### src/rtl/mem_port_arbiter_pkg.sv
// mem_port_arbiter_pkg: shared widths and arbiter owner type
package mem_port_arbiter_pkg;
  localparam int ADDRESS_WIDTH = 32;
  localparam int DATA = 32;
  localparam int STARVE_LIMIT_DEFAULT = 4;
  typedef enum logic [1:0] {OWN_NONE, OWN_IF, OWN_MEM} arb_owner_e;
endpackage

### src/rtl/mem_port_arbiter_sat_counter.sv
// sat_counter: up counter with synchronous clear that holds at MAX
module sat_counter #(
  parameter int W = 32,
  parameter logic [W-1:0] MAX = '1
) (
  input  logic         clk,
  input  logic         rst,
  input  logic         inc,
  input  logic         clr,
  output logic [W-1:0] cnt
);
  always_ff @(posedge clk)
    cnt <= (rst || clr) ? '0 : (inc && cnt != MAX) ? cnt + 1'b1 : cnt;
endmodule

### src/rtl/mem_port_arbiter.sv
// mem_port_arbiter: shares one memory port between fetch and memory stages
module mem_port_arbiter
  import mem_port_arbiter_pkg::*;
#(
  parameter int ADDR_W = ADDRESS_WIDTH,
  parameter int DATA_W = DATA,
  parameter int STARVE_LIMIT = STARVE_LIMIT_DEFAULT
) (
  input  logic              clk,
  input  logic              rst,
  input  logic              if_req,
  input  logic [ADDR_W-1:0] if_addr,
  output logic              if_gnt,
  output logic              if_rvalid,
  output logic [DATA_W-1:0] if_rdata,
  output logic              if_stall,
  input  logic              mem_req,
  input  logic              mem_we,
  input  logic [ADDR_W-1:0] mem_addr,
  input  logic [DATA_W-1:0] mem_wdata,
  output logic              mem_gnt,
  output logic              mem_rvalid,
  output logic [DATA_W-1:0] mem_rdata,
  output logic              mem_stall,
  output logic              ram_en,
  output logic              ram_we,
  output logic [ADDR_W-1:0] ram_addr,
  output logic [DATA_W-1:0] ram_wdata,
  input  logic [DATA_W-1:0] ram_rdata,
  output logic              misalign_err,
  output logic [31:0]       if_stall_cnt,
  output logic [31:0]       mem_stall_cnt
);
  localparam int SW = $clog2(STARVE_LIMIT + 1);
  logic [SW-1:0] starve_cnt;
  logic [ADDR_W-1:0] sel_addr;
  arb_owner_e owner;
  always_comb begin
    if_gnt     = !rst && if_req && (!mem_req || starve_cnt == SW'(STARVE_LIMIT));
    mem_gnt    = !rst && mem_req && !if_gnt;
    if_stall   = !rst && if_req && !if_gnt;
    mem_stall  = !rst && mem_req && !mem_gnt;
    sel_addr   = if_gnt ? if_addr : mem_addr;
    ram_en     = if_gnt || mem_gnt;
    ram_we     = mem_gnt && mem_we;
    ram_addr   = {sel_addr[ADDR_W-1:2], 2'b00};
    ram_wdata  = mem_gnt ? mem_wdata : '0;
    if_rvalid  = !rst && owner == OWN_IF;
    mem_rvalid = !rst && owner == OWN_MEM;
    if_rdata   = if_rvalid ? ram_rdata : '0;
    mem_rdata  = mem_rvalid ? ram_rdata : '0;
  end
  // Owner is pipelined one cycle so alternating back-to-back reads route correctly.
  always_ff @(posedge clk) begin
    owner <= rst ? OWN_NONE : if_gnt ? OWN_IF : (mem_gnt && !mem_we) ? OWN_MEM : OWN_NONE;
    misalign_err <= rst ? 1'b0 : misalign_err | (if_gnt && |if_addr[1:0]) | (mem_gnt && |mem_addr[1:0]);
  end
  sat_counter #(.W(SW), .MAX(SW'(STARVE_LIMIT))) u_starve (
    .clk(clk), .rst(rst), .inc(if_stall), .clr(if_gnt || !if_req), .cnt(starve_cnt));
  sat_counter #(.W(32)) u_if_stall (
    .clk(clk), .rst(rst), .inc(if_stall), .clr(1'b0), .cnt(if_stall_cnt));
  sat_counter #(.W(32)) u_mem_stall (
    .clk(clk), .rst(rst), .inc(mem_stall), .clr(1'b0), .cnt(mem_stall_cnt));
endmodule

### config.mk
export PLATFORM = sky130hd
export DESIGN_NAME = mem_port_arbiter
export DESIGN_NICKNAME = d
export VERILOG_FILES = /design/src/rtl/mem_port_arbiter_pkg.sv /design/src/rtl/mem_port_arbiter_sat_counter.sv /design/src/rtl/mem_port_arbiter.sv
export SDC_FILE = /design/constraint.sdc
export NUM_CORES = 1
export LEC_CHECK = 0
export BUFFER_PORTS_ARGS = -buffer_cell sky130_fd_sc_hd__buf_2
export CAP_MARGIN = 10
export CORE_AREA = 2 2 131 133
export CTS_CLUSTER_DIAMETER = 120
export CTS_CLUSTER_SIZE = 8
export DETAILED_ROUTE_END_ITERATION = 16
export DIE_AREA = 0 0 133 135
export PLACE_DENSITY = 0.61
export SLEW_MARGIN = 20
export SYNTH_ARGS = -nofsm -noshare
export SYNTH_HDL_FRONTEND = slang
export SYNTH_HIERARCHICAL = 1
export SYNTH_SLANG_ARGS = --single-unit
### constraint.sdc
create_clock -name clk -period 2.9 [get_ports clk]
set_input_delay 0.145 -clock clk [delete_from_list [all_inputs] [get_ports clk]]
set_output_delay 0.145 -clock clk [all_outputs]
set_load 0.01 [all_outputs]
==> metrics.txt <==
RSZ-0062 raised after global routing false; Yosys warnings 6; pin count of the biggest net entering global routing 36; WL/cell 18.03 microns; sequential-to-total area share from yosys stat 29.28%; # hold bufs at CTS 0; mapped cell area 4786 sq um; first-iteration detailed-routing DRC count 258; GP Congestion 0.8237; post-route setup TNS 0 ns; cts bufs inserted 9; #FFs+latches synth 70; final number of setup-violating endpoints 0; first-pass detailed-route iteration total 4; Setup Buffers After CTS 0; Critical Path Sink Type output pin; Startpoint Class flip-flop; FF-to-FF path depth 7; Synth Flop Type dfxtp_1; layout cells sized above 1 49.83%; Area Growth Syn to Fin 44.24%; Post-CTS Resized 0; critical path class flip-flop to output pin; R2R Path End u_mem_stall/cnt[25]$_SDFFE_PP0P_; Hold Crit Class primary input to flip-flop; final hold violation count 0; R2R Path Start u_starve/cnt[2]$_SDFFE_PP0P_; Port Buf Inserts 331; DIE HEIGHT 135 microns; root buf cell clkbuf_16; initial antenna violation count 12; crit path DAT 2.33 ns; fin. max-slew vios 0; number of synthesized flops with an enable pin 0; Routed WL 20.05 mm; Mean Syn Cell Area 8.531 sq um; Worst Max-Slew Pin Slew 0.8115 ns; Worst Hold End owner[1]$_SDFF_PP0_; status finished clean; vias in the first global route 4978; worst reg2reg setup slack 0.46 ns; Core Rows 47; H-tree Lvls 3; Non-Filler Instances 1112; Critical Path RT 2.76 ns; Async SR Flop Fraction 0%; post-route ant nets 0; Core Box Area 16410 sq um; detailed-route DRC error count 0; Area contributors post-synth dfxtp_1, and2_1, mux2_2; post-synthesis cell type count 52; TritonCTS clock tree done; post-DP HPWL 16.32 mm; IO Count 334; Final Cycle Share 85.20%; crit-path max FO 32; global-route wire length before repair 29.09 mm; max-cap viol count 0; LEAKAGE 3.109 nW; GRT Total Usage 21.08%; Fillers 1687; synth cell count leaders and2_1, dfxtp_1, a21oi_1, mux2_2, or3_1; Synth top area share 29.28%; Max IR drop VDD 0.0002663 V; Clock transition at path regs 0.05 ns; clk_lat worst skew 0.33 ns; Die W 133 microns; final global-route overflow total 0; CTS max path bufs 2; power density over the cells 361.0 nW/um^2; worst hold stages 2; area leader, netlist dfxtp_1; DR vias 5462; vias per inst 4.912; slew margin rel. 45.90%; hold path start mem_we; Worst Skew 0.007841 ns; fmax 404.7 MHz; TritonCTS Sinks 70; die area 17960 sq um; Period minus WS final 2.471 ns; count leader, synth and2_1; post-synthesis cell count 561; initial core utilization 29.17%; nets 1019; Inst Count DP 1091
-- power by group --
| part | total [W] | switching [W] | leakage (nW) | internal [W] |
|---|---|---|---|---|
| clock | 0.00118 | 0.000406 | 0.157 | 0.000774 |
| combinational | 0.000344 | 0.000181 | 2.39 | 0.000163 |
| sequential | 0.000968 | 0.00000269 | 0.564 | 0.000965 |
| total | 0.00249 | 0.000590 | 3.11 | 0.00190 |
-- layer usage --
layer	vias to the layer above	global-route usage [%]	share of wire [%]
li1	2704	-	-
met1	2481	25.98	41
met2	233	33.45	46
met3	30	10.51	11
met4	14	4.002	1.1
met5	-	0	0.49
-- worst max path at each step --
stage                                      start                                to  depth (start not counted)
CTS                 u_starve/cnt[2]$_SDFFE_PP0P_                      ram_addr[27]                          5
global route        u_starve/cnt[2]$_SDFFE_PP0P_  u_mem_stall/cnt[25]$_SDFFE_PP0P_                          7
finish              u_starve/cnt[2]$_SDFFE_PP0P_                      ram_addr[27]                          5
floorplan           u_starve/cnt[2]$_SDFFE_PP0P_  u_mem_stall/cnt[17]$_SDFFE_PP0P_                          9
detailed placement  u_starve/cnt[2]$_SDFFE_PP0P_  u_mem_stall/cnt[29]$_SDFFE_PP0P_                          7
global placement    u_starve/cnt[2]$_SDFFE_PP0P_  u_mem_stall/cnt[31]$_SDFFE_PP0P_                          7
-- cell usage in the layout, fill, tap and decap left out, types with 5 or more instances in the layout --
| cell | instances |
|---|---|
| buf_2 | 331 |
| and2_1 | 100 |
| dfxtp_1 | 70 |
| a21oi_1 | 46 |
| mux2_2 | 30 |
| or3_1 | 30 |
| nand2_1 | 24 |
| o21ai_0 | 22 |
| nand3_1 | 22 |
| o31ai_1 | 18 |
| or4_1 | 18 |
| nand4_1 | 16 |
| o21ai_1 | 16 |
| a21oi_2 | 15 |
| inv_1 | 11 |
| nor2_1 | 10 |
| clkbuf_16 | 9 |
| and4_1 | 8 |
| or3_2 | 8 |
| buf_4 | 6 |
| diode_2 | 5 |
| nor3b_1 | 5 |
-- registers in the layout, summed over array words and instances (netlist names) --
name,cells
u_mem_stall/cnt,32
owner,2
u_starve/cnt,3
u_if_stall/cnt,32
misalign_err,1
-- area by class of cell --
class / instances / area (sq um) / area share [%]
multi-input combinational: 453 / 3154 / 45.70
timing repair buffer: 337 / 1702 / 24.65
sequential: 70 / 1401 / 20.30
tap: 220 / 275.3 / 3.988
clock buffer: 12 / 246.5 / 3.571
clock inverter: 4 / 70.07 / 1.015
inverter: 11 / 41.29 / 0.5982
antenna: 5 / 12.51 / 0.1813
-- critical path, cell delays in order (launching register included) --
cell and delay, ns:
dfxtp_1 0.38, or3b_4 0.43, a21oi_4 0.15, buf_4 0.42
mux2_2 0.43, buf_2 0.16
-- logic make-up (layout without fill, tap and decap cells) --
family                   Yosys count  count (layout)  share of synthesized area [%]
AND/OR/NAND/NOR                  275             275                          36.52
AO/OA/AOI/OAI                    132             132                          18.90
flip-flops                        70              70                          29.28
buffers and inverters             41             364                          5.333
multiplexers                      34              34                          8.105
adder cells (fa/ha/maj)            4               4                          1.046
XOR/XNOR                           4               4                         0.7322
other                              1               9                        0.07836
-- metrics by stage --
| step | util [%] | setup WS [ns] | hold WS (ns) | total power [W] | cell area (sq um) |
|---|---|---|---|---|---|
| after floorplan | - | 0.2636 | 0.2144 | 0.001142 | 4797 |
| after global placement | 40.07 | 0.5240 | 0.3696 | 0.001335 | 6574 |
| after detailed placement | 40.07 | 0.4686 | 0.3618 | 0.001335 | 6574 |
| after CTS | 42.00 | 0.3973 | 0.007330 | 0.002533 | 6890 |
| after global routing | 42.04 | 0.3039 | 0.01612 | 0.002593 | 6898 |
| final | 42.07 | 0.4292 | 0.01199 | 0.002492 | 6903 |
(Power assumes the default switching activity.)
